--- src/rtl/sqrt_sched_pkg.sv ---
// Shared definitions for the square-root scheduler: FSM encoding and default widths.
package sqrt_sched_pkg;

   localparam int unsigned DefDw      = 8;
   localparam int unsigned DefRw      = 4;
   localparam int unsigned DefTimeout = 64;

   typedef logic [1:0] state_t;

   localparam state_t StIdle  = 2'd0;
   localparam state_t StIssue = 2'd1;
   localparam state_t StWait  = 2'd2;
   localparam state_t StResp  = 2'd3;

endpackage

--- src/rtl/sqrt_scheduler_rr_arbiter.sv ---
// Combinational round-robin arbiter: grants the first requester above 'last', wrapping.
module rr_arbiter #(
   parameter int unsigned N  = 4,
   parameter int unsigned IW = (N > 1) ? $clog2(N) : 1
) (
   input  logic [N-1:0]  req,
   input  logic [IW-1:0] last,
   output logic [N-1:0]  gnt,
   output logic [IW-1:0] gnt_id
);

   logic          hi_found;
   logic          lo_found;
   logic [IW-1:0] hi_id;
   logic [IW-1:0] lo_id;

   // Descending scan leaves the lowest set bit overall and the lowest set bit above 'last'.
   always_comb begin
      hi_found = 1'b0;
      lo_found = 1'b0;
      hi_id    = '0;
      lo_id    = '0;
      for (int k = int'(N) - 1; k >= 0; k--) begin
         if (req[k]) begin
            lo_found = 1'b1;
            lo_id    = IW'(k);
            if (k > int'(last)) begin
               hi_found = 1'b1;
               hi_id    = IW'(k);
            end
         end
      end
   end

   always_comb begin
      gnt_id = hi_found ? hi_id : lo_id;
      gnt    = lo_found ? (N'(1) << gnt_id) : '0;
   end

endmodule

--- src/rtl/sqrt_scheduler.sv ---
// Shares one iterative square-root unit between N_REQ requesters with round-robin grants
// and a watchdog that aborts a unit that never reports done.
module sqrt_scheduler
   import sqrt_sched_pkg::*;
#(
   parameter int unsigned N_REQ   = 4,
   parameter int unsigned DW      = DefDw,
   parameter int unsigned RW      = DefRw,
   parameter int unsigned TIMEOUT = DefTimeout,
   parameter int unsigned IDW     = $clog2(N_REQ)
) (
   input  logic                clk,
   input  logic                clr,
   input  logic [N_REQ-1:0]    req_valid,
   input  logic [N_REQ*DW-1:0] req_data,
   output logic [N_REQ-1:0]    req_ready,
   output logic                rsp_valid,
   input  logic                rsp_ready,
   output logic [IDW-1:0]      rsp_id,
   output logic [RW-1:0]       rsp_root,
   output logic                rsp_err,
   output logic                busy,
   output logic                sqrt_go,
   output logic [DW-1:0]       sqrt_sw,
   output logic                sqrt_clr,
   input  logic                sqrt_done,
   input  logic [RW-1:0]       sqrt_root
);

   localparam int unsigned TW = $clog2(TIMEOUT);

   state_t           state_q, state_d;
   logic [DW-1:0]    op_q, op_d;
   logic [IDW-1:0]   id_q, id_d;
   logic [IDW-1:0]   last_q, last_d;
   logic [RW-1:0]    root_q, root_d;
   logic             err_q, err_d;
   logic [TW-1:0]    timer_q, timer_d;

   logic [N_REQ-1:0] gnt;
   logic [IDW-1:0]   gnt_id;
   logic [DW-1:0]    sel_data;
   logic             timeout_hit;

   rr_arbiter #(
      .N  (N_REQ),
      .IW (IDW)
   ) u_arb (
      .req    (req_valid),
      .last   (last_q),
      .gnt    (gnt),
      .gnt_id (gnt_id)
   );

   always_comb begin
      sel_data = '0;
      for (int k = 0; k < int'(N_REQ); k++) begin
         if (gnt_id == IDW'(k)) sel_data = req_data[k*DW +: DW];
      end
   end

   // A done in the final watchdog cycle takes priority over the abort.
   assign timeout_hit = (state_q == StWait) && (timer_q == TW'(TIMEOUT - 1)) && !sqrt_done;

   always_comb begin
      state_d = state_q;
      op_d    = op_q;
      id_d    = id_q;
      last_d  = last_q;
      root_d  = root_q;
      err_d   = err_q;
      timer_d = timer_q;
      case (state_q)
         StIdle: begin
            if (|req_valid) begin
               op_d    = sel_data;
               id_d    = gnt_id;
               state_d = StIssue;
            end
         end
         StIssue: begin
            timer_d = '0;
            state_d = StWait;
         end
         StWait: begin
            timer_d = timer_q + 1'b1;
            if (sqrt_done) begin
               root_d  = sqrt_root;
               err_d   = 1'b0;
               state_d = StResp;
            end else if (timeout_hit) begin
               root_d  = '0;
               err_d   = 1'b1;
               state_d = StResp;
            end
         end
         StResp: begin
            if (rsp_ready) begin
               last_d  = id_q;
               state_d = StIdle;
            end
         end
         default: state_d = StIdle;
      endcase
   end

   always_ff @(posedge clk) begin
      if (!clr) begin
         state_q <= StIdle;
         op_q    <= '0;
         id_q    <= '0;
         last_q  <= IDW'(N_REQ - 1);
         root_q  <= '0;
         err_q   <= 1'b0;
         timer_q <= '0;
      end else begin
         state_q <= state_d;
         op_q    <= op_d;
         id_q    <= id_d;
         last_q  <= last_d;
         root_q  <= root_d;
         err_q   <= err_d;
         timer_q <= timer_d;
      end
   end

   // Outputs are forced low while clr is held, apart from the unit clear.
   assign req_ready = (clr && state_q == StIdle) ? gnt : '0;
   assign sqrt_go   = clr && (state_q == StIssue);
   assign sqrt_sw   = clr ? op_q : '0;
   assign sqrt_clr  = !clr || timeout_hit;
   assign rsp_valid = clr && (state_q == StResp);
   assign rsp_id    = clr ? id_q : '0;
   assign rsp_root  = clr ? root_q : '0;
   assign rsp_err   = clr && err_q;
   assign busy      = clr && (state_q != StIdle);

endmodule

--- config.mk ---
export PLATFORM = sky130hd
export DESIGN_NAME = sqrt_scheduler
export DESIGN_NICKNAME = d
export VERILOG_FILES = /design/src/rtl/sqrt_sched_pkg.sv /design/src/rtl/sqrt_scheduler_rr_arbiter.sv /design/src/rtl/sqrt_scheduler.sv
export SDC_FILE = /design/constraint.sdc
export NUM_CORES = 1
export LEC_CHECK = 0
export ABC_AREA = 1
export ABC_CLOCK_PERIOD_IN_PS = 4700
export BUFFER_PORTS_ARGS = -buffer_cell sky130_fd_sc_hd__buf_2
export CAP_MARGIN = 0
export CORE_MARGIN = 2
export CORE_UTILIZATION = 53
export CTS_BUF_LIST = sky130_fd_sc_hd__clkbuf_2
export DETAILED_ROUTE_END_ITERATION = 6
export PLACE_DENSITY = 0.83
export SLEW_MARGIN = 20
export SYNTH_ARGS = -nofsm -noshare
export SYNTH_HDL_FRONTEND = slang
export SYNTH_SLANG_ARGS = --single-unit
--- constraint.sdc ---
create_clock -name clk -period 4.7 [get_ports clk]
set_clock_uncertainty 0.05 [all_clocks]
set_input_delay 0.47 -clock clk [delete_from_list [all_inputs] [get_ports clk]]
set_output_delay 0.47 -clock clk [all_outputs]
set_load 0.05 [all_outputs]
==> key figures, run 1 <==
Pwr
  • PD cells: 466.5 nW/um^2
  • Max VDD drop: 0.3912 mV
  • Leak Pwr: 1.177 nW
  • Tot Pwr: 0.8873 mW

Detailed routing
  • Via Count: 1,731
  • Pre-antenna DRT Iters: 6
  • Post-DRT Antenna Nets: 0
  • Post-Route WL: 3.706 mm
  • Initial DRC Count: 118
  • WL per Instance: 10.65 um
  • Via/cell ratio: 4.974
  • DRC: 6

Clock tree
  • Clock sinks: 25
  • H-tree levels: 1
  • Longest Clk Path Bufs: 2
  • CTS tree: yes
  • CTS Hold Bufs: 0
  • Post CTS Setup Buffer Count: 0
  • Worst-Skew Late Latency: 0.33 ns
  • Post_cts resized: 0
  • Num CTS Buffers: 3
  • Clk Tree Root Cell: clkbuf_2
  • Reg clk slew, reported paths: 0.21 ns

Hold path
  • Worst hold path type: primary input to register

STA
  • # setup viols final: 0
  • Fin. max-slew vios: 0
  • Tmin final: 2.681 ns
  • RSZ-0062 raised after global routing: no
  • Worst rel slew slack: 64.44%
  • Setup_tns: 0 ns
  • Final period utilization: 57.03%
  • Worst slew pin tran: 0.5335 ns
  • Max Freq: 373.1 MHz
  • Final hold vios: 0

Synth
  • Synthesized area: 1580 sq um
  • Mapped Cells: 257
  • Post-synth EDFFs: 0
  • Post-Syn Nets: 306
  • Most common cell in the synthesized netlist: nand2_1
  • Yosys cell types: 24
  • Largest area contributor in the netlist: dfxtp_1
  • Top cells by area, synth: dfxtp_1 (32%), nand2_1 (15%), inv_1 (11%), nand3_1 (10%), nor2_1 (6.7%)
  • Synth Area per Inst: 6.149 sq um
  • Async set-reset flop share out of synthesis: 0%
  • Seq/Total Area, Yosys: 31.67%
  • Most common flop cell mapped by yosys: dfxtp_1
  • Yosys warns: 0
  • Synth cell count leaders: nand2_1 (65), inv_1 (48), nand3_1 (33)
  • FF+latch count, synth: 25
  • Post-synth top area share: 31.67%

Worst setup path
  • CP max stage cell: dfxtp_1
  • Cell Chain, Critical Path: nand2_1, nand2_1, nand2_1, nand2_1, nand2_1, nor3_1, buf_2
  • Critical Path AT: 2.16 ns
  • Type of destination of the critical path: output port
  • Worst path most repeated cell: nand2_1
  • Crit Path Category: register to output port
  • Crit path launch type: register
  • Critical Path RT: 4.18 ns
  • Crit Path Max Fanout: 16
  • CP max stage delay: 0.39 ns

Floorplan
  • # IOs: 67
  • Initial Util: 56.33%
  • Die X: 58.61 um
  • Die Y: 58.61 um
  • Rows: 19
  • Core area: 2805 sq um
  • Die area: 3435 sq um

Cells and area
  • N_diodes: 0
  • Area growth syn-to-layout: 20.35%
  • Final #Nets: 367
  • Register area: 500.5 sq um
  • Area occupied by multi-input gates: 832.0 sq um
  • Layout Cells excl Fill: 348
  • Fill cells: 261
  • Share of cells above drive strength 1: 23.66%

Global routing
  • Global-route usage over all layers: 22.77%
  • Vias in the first global route: 1,502
  • First-pass GRT wire length: 6.051 mm
  • Largest net degree at the start of global routing: 27
  • Initial antenna violation count: 0
  • Gr ovfl total: 0

Flow run
  • Max capacitance violation total: 0

Placed design
  • Gpl congestion: 0.8992
  • Buffers on Ports: 66
  • Post-DP HPWL: 2.949 mm
  • # placed instances: 344

Outcome
  • Status: finished with violations
  • Failing checks: DRC
-- sequential cells by signal (all words and copies together), names as in the netlist --
name,count
id_q,2
state_q,2
op_q,8
err_q,1
timer_q,6
last_q,2
root_q,4
-- routing by layer --
metal  global-route usage, %  wire length, um  vias up
li1                        -                -      929
met1                   28.67             1667      746
met2                   39.17             1787       52
met3                   4.176              212        4
met4                   7.792               39        0
met5                       0                0        -
-- final timing paths --
path                 from            to  slack, ns  cells after the start
max reg2reg     last_q[0]       op_q[3]       2.82                     10
min          sqrt_root[3]     root_q[3]       0.31                      3
max             last_q[0]  req_ready[0]       2.02                      7
min reg2reg    timer_q[5]    timer_q[5]       0.43                      1
-- worst max-delay path, delay by kind of cell (launching register included) --
family | cells | cell delay [ns]
AND/OR/NAND/NOR | 6 | 1.14
buffers and inverters | 1 | 0.29
flip-flops | 1 | 0.39
-- stage by stage --
step	hold slack (ns)	cell area [sq um]	util (%)	setup WS, ns
3_3_place_gp	0.3972	1882	67.08	2.189
5_1_grt	0.3001	1902	67.80	1.768
4_1_cts	0.3169	1902	67.80	1.989
3_5_place_dp	0.4074	1882	67.08	2.117
2_1_floorplan	0.3724	1580	-	1.965
6_report	0.3086	1902	67.80	2.019
-- cell usage in the layout, fill, tap and decap left out --
| cell | n |
|---|---|
| nand4_1 | 7 |
| dfxtp_1 | 25 |
| clkbuf_2 | 4 |
| o21ai_0 | 7 |
| buf_2 | 66 |
| nand3b_1 | 2 |
| o22ai_1 | 6 |
| nor3b_1 | 1 |
| nand3_1 | 33 |
| o21a_1 | 1 |
| nor3_1 | 4 |
| nand2_1 | 65 |
| ha_1 | 5 |
| nor2_1 | 28 |
| a21oi_1 | 8 |
| a22oi_1 | 1 |
| nor2_2 | 2 |
| nand2_2 | 2 |
| o21ai_2 | 1 |
| o211ai_1 | 1 |
| inv_1 | 48 |
-- power by group --
part           switching (mW)  total [mW]  internal, mW
Sequential             0.0278       0.302         0.274
Combinational           0.355       0.503         0.148
Clock                  0.0595      0.0820        0.0225
Total                   0.442       0.887         0.445
-- cell families (layout without fill, tap and decap cells) --
group	count (synthesis)	count (layout)	share of synthesized area, %
AOI/OAI and AO/OA	25	25	9.106
adders and majority gates	5	5	3.959
buffers and inverters	58	118	15.68
DFF	25	25	31.67
and+or+nand+nor	144	144	39.59
-- final cells by class --
type,count,area share (%)
Clock buffer,4,1.053
Inverter,48,9.474
Multi-Input combinational cell,174,43.75
Sequential cell,25,26.32
Tap cell,31,2.039
Timing Repair Buffer,66,17.37
Power figures use the tool's default switching activity.
==> run 2: changes to the inputs <==
--- a/config.mk
+++ b/config.mk
@@ -5,15 +5,15 @@
 export SDC_FILE = /design/constraint.sdc
 export NUM_CORES = 1
 export LEC_CHECK = 0
-export ABC_AREA = 1
-export ABC_CLOCK_PERIOD_IN_PS = 4700
+export ABC_AREA = 0
+export ABC_CLOCK_PERIOD_IN_PS = 2360
 export BUFFER_PORTS_ARGS = -buffer_cell sky130_fd_sc_hd__buf_2
 export CAP_MARGIN = 0
 export CORE_MARGIN = 2
-export CORE_UTILIZATION = 53
+export CORE_UTILIZATION = 44
 export CTS_BUF_LIST = sky130_fd_sc_hd__clkbuf_2
 export DETAILED_ROUTE_END_ITERATION = 6
-export PLACE_DENSITY = 0.83
+export PLACE_DENSITY = 0.74
 export SLEW_MARGIN = 20
 export SYNTH_ARGS = -nofsm -noshare
 export SYNTH_HDL_FRONTEND = slang
==> constraint.sdc (replaced) <==
create_clock -name clk -period 2.36 [get_ports clk]
set_clock_uncertainty 0.05 [all_clocks]
set_input_delay 0.236 -clock clk [delete_from_list [all_inputs] [get_ports clk]]
set_output_delay 0.236 -clock clk [all_outputs]
set_load 0.05 [all_outputs]
==> run 2 against run 1 <==
Compared with the run above: the run now ends clean; final cell count down 13%; global-route usage down 2.6 points; first-iteration DRC count down 34%; critical endpoint is now req_ready[3].
==> key figures, run 2 <==
Outcome
  • Status: finished clean

Detailed routing
  • Initial DRC Count: 78 (-34%)
  • Via Count: 1,625 (-6.1%)
  • DRC: 0 (-6)
  • Post-DRT Antenna Nets: 0 (unchanged)
  • Pre-antenna DRT Iters: 5 (-1)
  • Post-Route WL: 3.986 mm (+7.6%)
  • WL per Instance: 13.16 um (+24%)
  • Via/cell ratio: 5.363 (+7.8%)

Placed design
  • Post-DP HPWL: 3.116 mm (+5.6%)
  • Placed cell area: 1953 sq um (+3.8%)
  • Gpl congestion: 0.8841 (-1.7%)
  • # placed instances: 299 (-13%)
  • Buffers on Ports: 66 (unchanged)
  • DP Worst Slack: 0.4015 ns (-1.715 ns)

Synth
  • Synth Area per Inst: 8.143 sq um (+32%)
  • Seq/Total Area, Yosys: 31.85% (+0.18 points)
  • Largest family of logic cells by synthesized area: simple AND/OR/NAND/NOR gates
  • Async set-reset flop share out of synthesis: 0% (unchanged)
  • Most common cell in the synthesized netlist: dfxtp_1
  • Xor and xnor area share after synthesis: 2.229% (+2.2 points)
  • Synth cell count leaders: dfxtp_1 (25), nand2_1 (20), nor2_1 (18)
  • Synthesized area: 1572 sq um (-0.55%)
  • Synth Area in Adders: 3.981% (+0.022 points)
  • Post-Syn Nets: 242 (-21%)
  • Most common flop cell mapped by yosys: dfxtp_1
  • Synth Area in Compound Gates: 27.31% (+18 points)
  • Top cells by area, synth: dfxtp_1 (32%), a221oi_2 (7.6%), and2_1 (6.8%), nand2_1 (4.8%), nor2_1 (4.3%)
  • Yosys warns: 0 (unchanged)
  • Post-synth EDFFs: 0 (unchanged)
  • FF+latch count, synth: 25 (unchanged)
  • Simple-Gate Fraction of Synth Area: 28.74% (-11 points)
  • Mapped Cells: 193 (-25%)
  • Largest area contributor in the netlist: dfxtp_1
  • Mux contribution to synthesized area: 1.274% (+1.3 points)
  • Post-synth top area share: 31.85% (+0.18 points)
  • Yosys cell types: 41 (+71%)

Global routing
  • Largest net degree at the start of global routing: 32 (+19%)
  • Global-route usage over all layers: 20.13% (-2.6 points)
  • Initial antenna violation count: 0 (unchanged)
  • Gr ovfl total: 0 (unchanged)
  • Vias in the first global route: 1,571 (+4.6%)
  • First-pass GRT wire length: 6.658 mm (+10%)

Clock tree
  • Longest Clk Path Bufs: 2 (unchanged)
  • Post CTS Setup Buffer Count: 0 (unchanged)
  • CTS tree: yes
  • CTS Hold Bufs: 0 (unchanged)
  • Worst-Skew Late Latency: 0.35 ns (+0.02 ns)
  • Reg clk slew, reported paths: 0.24 ns (+0.03 ns)
  • Clock sinks: 25 (unchanged)
  • Num CTS Buffers: 3 (unchanged)
  • Clk Tree Root Cell: clkbuf_2
  • H-tree levels: 1 (unchanged)

Cells and area
  • Final #Nets: 307 (-16%)
  • Max reg flops: 8 (unchanged)
  • Largest registers: op_q: 8 flops, timer_q: 6 flops, root_q: 4 flops
  • Share of cells above drive strength 1: 37.35% (+14 points)
  • Commonest non-fill, non-tap cell in the layout: buf_2
  • Largest register by flop count: op_q
  • Leading cell types in the layout, fill and taps excluded: buf_2 (66), dfxtp_1 (24), nand2_1 (20)
  • Fill cells: 326 (+25%)
  • Area occupied by multi-input gates: 1010 sq um (+21%)
  • N_diodes: 0 (unchanged)
  • Layout Cells excl Fill: 303 (-13%)
  • Register area: 501.7 sq um (+0.25%)
  • Final Util: 58.40% (-9.4 points)
  • Area growth syn-to-layout: 25.96%
  • Final Instance Area: 1979 sq um (+4.1%)

Floorplan
  • Die X: 63.76 um (+8.8%)
  • # IOs: 67 (unchanged)
  • Die area: 4065 sq um (+18%)
  • Core area: 3390 sq um (+21%)
  • Die Y: 63.76 um (+8.8%)
  • Rows: 21 (+2)
  • Initial Util: 46.36% (-10 points)

Worst setup path
  • Critical Path RT: 2.07 ns (-2.11 ns)
  • Cell Chain, Critical Path: inv_1, ha_1, nand2b_1, nor4_2, buf_2
  • Worst Setup SP: state_q[0]
  • Buffer and inverter count on the worst path: 2 (+1)
  • CP max stage delay: 0.39 ns (about the same)
  • Crit Path Category: register to output port
  • Reg2reg start: state_q[0]
  • Critical Path AT: 1.98 ns (-0.18 ns)
  • Crit Path Max Fanout: 5 (-11)
  • CP max stage cell: dfxtp_1
  • Type of destination of the critical path: output port
  • CP top delay family: simple AND/OR/NAND/NOR gates
  • Crit path launch type: register

STA
  • Final period utilization: 96.05%
  • Worst rel slew slack: 70.52% (+6.1 points)
  • Tmin final: 2.267 ns
  • Worst slew pin tran: 0.4417 ns (-0.09179 ns)
  • Max Freq: 441.2 MHz
  • Final hold vios: 0 (unchanged)
  • Final WS setup: 0.09320 ns (-1.926 ns)
  • RSZ-0062 raised after global routing: no
  • Fin. max-slew vios: 0 (unchanged)
  • Fin Hold WS: 0.04294 ns (-0.2657 ns)
  • # setup viols final: 0 (unchanged)
  • Setup_tns: 0 ns (unchanged)

Pwr
  • Max VDD drop: 0.6620 mV (+69%)
  • Tot Pwr: 1.826 mW (+110%)
  • Psw: 0.8746 mW (+98%)
  • Clk pwr share: 9.5% (+0.3 points)
  • Flop pwr share: 32.5% (-1.6 points)
  • PD cells: 922.6 nW/um^2 (+98%)
  • Leak Pwr: 0.9166 nW (-22%)
  • Switch share: 47.89% (-1.9 points)
  • Int Pwr: 0.9516 mW (+110%)
  • Logic pwr share: 58.1% (+1.4 points)

Hold path
  • HP Start: req_data[12]
  • Worst hold path type: primary input to register

Flow run
  • Max capacitance violation total: 0 (unchanged)
run 2: changes by cell type in the layout (fill, tap and decap cells not counted), moves of 6 or more:
cell | before | now
nand2_1 | 65 | 20
inv_1 | 48 | 6
nand3_1 | 33 | 11
and2_1 | 0 | 17
nor2_1 | 28 | 18
a221oi_2 | 0 | 8
a31oi_1 | 0 | 8
o21ai_1 | 0 | 6
o22ai_1 | 6 | 0
run 2: cell type report:
class                      count  share of cell area (%)
sequential                    25                   25.35
tap                           46                   2.908
timing repair buffer          71                   18.58
multi-input combinational    151                   51.01
inverter                       6                   1.138
clock buffer                   3                  0.7585
clock inverter                 1                  0.2528
run 2: path summary, 6_finish.rpt:
check	cells past startpoint	slack (ns)	end
min	3	0.04	op_q[4]
min reg2reg	2	0.46	timer_q[5]
max reg2reg	5	0.66	timer_q[5]
max	5	0.09	req_ready[3]
run 2: power by group through the flow:
stage | sequential [mW] | combinational, mW | clock [mW]
floorplan | 0.581 | 0.824 | 0
global placement | 0.598 | 1.04 | 0
detailed placement | 0.601 | 1.06 | 0
CTS | 0.592 | 1.06 | 0.173
global route | 0.614 | 1.16 | 0.190
finish | 0.593 | 1.06 | 0.173
run 2: repair_timing:
| action | 4_1_cts | 5_1_grt |
|---|---|---|
| endpoints found under the setup margin | 3 | 1 |
| resized for setup | 2 | 1 |
| hold endpoints to repair | 0 | 0 |
| pin swaps | 0 | 0 |
run 2: kinds of logic after synthesis:
| logic type | after synthesis |
|---|---|
| simple gates | 88 |
| compound gates | 52 |
| flops | 25 |
| buf+inv | 17 |
| fa+ha+maj | 5 |
| xor+xnor | 4 |
| mux | 2 |
run 2: worst register-to-register path, delay by kind of cell, from the launching register on:
kind	cells	cell delay (ns)
AOI/OAI and AO/OA	1	0.14
and+or+nand+nor	2	0.53
buffers and inverters	1	0.09
DFF	1	0.42
adders and majority gates	1	0.44
run 2: routing by layer:
layer	GRT usage, %	up-vias	wire length (um)	part of all wire, %
met5	0	-	0	0
met4	7.337	0	78	2.0
met3	4.049	9	288	7.2
met2	36.32	65	1947	49
met1	23.41	734	1671	42
li1	-	817	-	-
==> run 3: changes to the inputs <==
--- a/config.mk
+++ b/config.mk
@@ -7,14 +7,15 @@
 export LEC_CHECK = 0
 export ABC_AREA = 0
 export ABC_CLOCK_PERIOD_IN_PS = 2360
-export BUFFER_PORTS_ARGS = -buffer_cell sky130_fd_sc_hd__buf_2
+export BUFFER_PORTS_ARGS = -buffer_cell sky130_fd_sc_hd__buf_4
 export CAP_MARGIN = 0
 export CORE_MARGIN = 2
 export CORE_UTILIZATION = 44
 export CTS_BUF_LIST = sky130_fd_sc_hd__clkbuf_2
 export DETAILED_ROUTE_END_ITERATION = 6
-export PLACE_DENSITY = 0.74
+export PLACE_DENSITY = 0.73
 export SLEW_MARGIN = 20
 export SYNTH_ARGS = -nofsm -noshare
 export SYNTH_HDL_FRONTEND = slang
+export SYNTH_HIERARCHICAL = 1
 export SYNTH_SLANG_ARGS = --single-unit
==> run 3 against run 2 <==
Compared with the run above: setup slack improved by 0.13 ns; die area increased by 0.60%; wire length decreased by 9.7%; synthesized area increased by 0.64%; register-to-register slack got worse by 0.31 ns.
==> key figures, run 3 <==
STA
  • Worst slew pin tran: 0.7270 ns (+0.2853 ns)
  • # setup viols final: 0 (unchanged)
  • Max Freq: 468.8 MHz (+6.3%)
  • Final period utilization: 90.39% (-5.7 points)
  • Final hold vios: 0 (unchanged)
  • Fin. max-slew vios: 0 (unchanged)
  • RSZ-0062 raised after global routing: no
  • Worst rel slew slack: 51.43% (-19 points)
  • Setup_tns: 0 ns (unchanged)
  • Tmin final: 2.133 ns (-0.1336 ns)
  • Final WS setup: 0.2268 ns (+0.1336 ns)
  • Fin Hold WS: 0.03589 ns (-0.007055 ns)

Worst setup path
  • Type of destination of the critical path: output port
  • Critical Path AT: 1.85 ns (-0.13 ns)
  • Critical Path RT: 2.07 ns (about the same)
  • R2r worst-path depth: 7 (+2)
  • Crit Path Max Fanout: 7 (+2)
  • Crit path launch type: register
  • Crit Path Category: register to output port

Placed design
  • DP Worst Slack: 0.3728 ns (-0.02873 ns)
  • Placed cell area: 2101 sq um (+7.6%)
  • Buffers on Ports: 66 (unchanged)
  • Gpl congestion: 0.7721 (-13%)
  • Post-DP HPWL: 2.665 mm (-14%)

Floorplan
  • Die Y: 63.95 um (+0.30%)
  • # IOs: 67 (unchanged)
  • Core area: 3390 sq um (unchanged)
  • Die area: 4090 sq um (+0.60%)
  • Initial Util: 46.66% (+0.30 points)
  • Rows: 21 (unchanged)
  • Die X: 63.95 um (+0.30%)

Global routing
  • Global-route usage over all layers: 18.82% (-1.3 points)
  • Met2 Use GR: 33.07% (-3.2 points)
  • Initial antenna violation count: 0 (unchanged)
  • First-pass GRT wire length: 6.230 mm (-6.4%)
  • Routing usage on met3: 2.113% (-1.9 points)
  • Gr ovfl total: 0 (unchanged)
  • Vias in the first global route: 1,423 (-9.4%)
  • Met1 Use GR: 23.77% (+0.37 points)
  • Gr busiest metal: met2
  • Largest net degree at the start of global routing: 42 (+31%)

Clock tree
  • CTS Hold Bufs: 0 (unchanged)
  • H-tree levels: 1 (unchanged)
  • Longest Clk Path Bufs: 2 (unchanged)
  • Worst-Skew Late Latency: 0.34 ns (about the same)
  • CTS tree: yes
  • Clock sinks: 25 (unchanged)
  • Post CTS Setup Buffer Count: 0 (unchanged)
  • Num CTS Buffers: 3 (unchanged)
  • Clk Tree Root Cell: clkbuf_2
  • Reg clk slew, reported paths: 0.23 ns (about the same)
  • Post_cts resized: 0 (-2)

Cells and area
  • Final #Nets: 295 (-3.9%)
  • Max reg flops: 8 (unchanged)
  • Final Instance Area: 2121 sq um (+7.1%)
  • N_diodes: 0 (unchanged)
  • Leading cell types in the layout, fill and taps excluded: buf_4 (68), nand2_1 (31), dfxtp_1 (25)
  • Share of cells above drive strength 1: 34.43% (-2.9 points)
  • Area growth syn-to-layout: 34.10%
  • Largest register by flop count: op_q
  • Commonest non-fill, non-tap cell in the layout: buf_4
  • Largest registers: op_q: 8 flops, timer_q: 6 flops, root_q: 4 flops
  • Fill cells: 341 (+4.6%)

Detailed routing
  • DRC: 0 (unchanged)
  • Via/cell ratio: 5.245 (-2.2%)
  • Via Count: 1,521 (-6.4%)
  • WL per Instance: 12.41 um (-5.7%)
  • Post-DRT Antenna Nets: 0 (unchanged)
  • Pre-antenna DRT Iters: 4 (-1)
  • Post-Route WL: 3.598 mm (-9.7%)
  • Initial DRC Count: 80 (+2.6%)

Synth
  • Seq/Total Area, Yosys: 31.65% (-0.20 points)
  • Synth cell count leaders: nand2_1 (31), dfxtp_1 (25), and2_1 (19)
  • FF+latch count, synth: 25 (unchanged)
  • Most common cell in the synthesized netlist: nand2_1
  • Top cells by area, synth: dfxtp_1 (32%), mux4_2 (11%), and2_1 (7.5%), nand2_1 (7.4%), a21boi_1 (4.7%)
  • Yosys cell types: 36 (-12%)
  • Mapped Cells: 182 (-5.7%)
  • Most common flop cell mapped by yosys: dfxtp_1
  • Synth Area per Inst: 8.690 sq um (+6.7%)
  • Post-synth top area share: 31.65% (-0.20 points)
  • Largest area contributor in the netlist: dfxtp_1
  • Post-synth EDFFs: 0 (unchanged)
  • Post-Syn Nets: 232 (-4.1%)
  • Synthesized area: 1582 sq um (+0.64%)
  • Async set-reset flop share out of synthesis: 0% (unchanged)
  • Yosys warns: 6 (+6)

Pwr
  • PD cells: 738.5 nW/um^2 (-20%)
  • Max VDD drop: 0.3459 mV (-48%)
  • Leak Pwr: 0.9845 nW (+7.4%)
  • Tot Pwr: 1.566 mW (-14%)

Flow run
  • Max capacitance violation total: 0 (unchanged)

Hold path
  • Min-Delay Path Depth: 2 (-1)
  • Worst hold path type: primary input to register

Outcome
  • Status: finished clean
==> run 3: cell types whose count changed after synthesis, moves of 3 or more <==
cell / before / now
nand2_1: 20 / 31
a21boi_1: 0 / 10
nor2_1: 18 / 8
a221oi_2: 8 / 0
a31oi_1: 8 / 0
mux4_2: 0 / 8
o21ai_0: 9 / 2
nand3_1: 11 / 5
a22o_1: 0 / 4
a32oi_1: 4 / 0
a21oi_1: 5 / 8
and3_1: 4 / 7
==> run 3: power breakdown <==
| part | internal (mW) | switching (mW) |
|---|---|---|
| registers | 0.506 | 0.0573 |
| logic | 0.331 | 0.500 |
| clock network | 0.0448 | 0.128 |
| total | 0.881 | 0.685 |
==> run 3: per-stage QoR <==
step | std cells | utilization (%)
3_5_place_dp | 286 | 61.98
6_report | 290 | 62.57
2_1_floorplan | 182 | -
5_1_grt | 290 | 62.57
4_1_cts | 290 | 62.57
3_3_place_gp | 286 | 61.98
==> run 3: worst paths after layout <==
path | from | end | slack, ns
setup / recovery | state_q[0] | sqrt_clr | 0.23
hold / removal | sqrt_root[3] | root_q[3] | 0.04
setup reg to reg | last_q[1] | op_q[2] | 0.35
hold reg to reg | op_q[5] | op_q[5] | 0.41
==> run 3: worst max-delay path, stage by stage, from the launching register on <==
cell     delay (ns)
dfxtp_1        0.40
inv_1          0.11
ha_1           0.30
and4_4         0.26
nand3_1        0.10
o21ai_1        0.14
buf_4          0.21
==> run 3: area by class of cell <==
cell class / count / area, sq um / share of cell area, %
flip-flops and latches: 25 / 500.5 / 23.60
repair buffers: 68 / 510.5 / 24.07
clock buffers: 4 / 20.02 / 0.9440
well taps: 46 / 57.56 / 2.714
multi-input cells: 143 / 1017 / 47.96
inverters: 4 / 15.01 / 0.7080
==> run 3: cells by family after synthesis <==
group	Yosys count	share of synthesized area, %
adders and majority gates	6	4.747
buffers and inverters	14	4.034
and+or+nand+nor	86	28.48
xor gates and xnor gates	4	2.216
muxes	10	12.66
AOI/OAI and AO/OA	37	16.22
DFF	25	31.65
==> run 3: metal layers <==
metal  vias up  part of all wire [%]  wire [um]
li1        764                     -          -
met1       709                    45       1632
met4         0                   1.2         44
met5         -                     0          0
met3         4                   4.0        145
met2        44                    49       1776
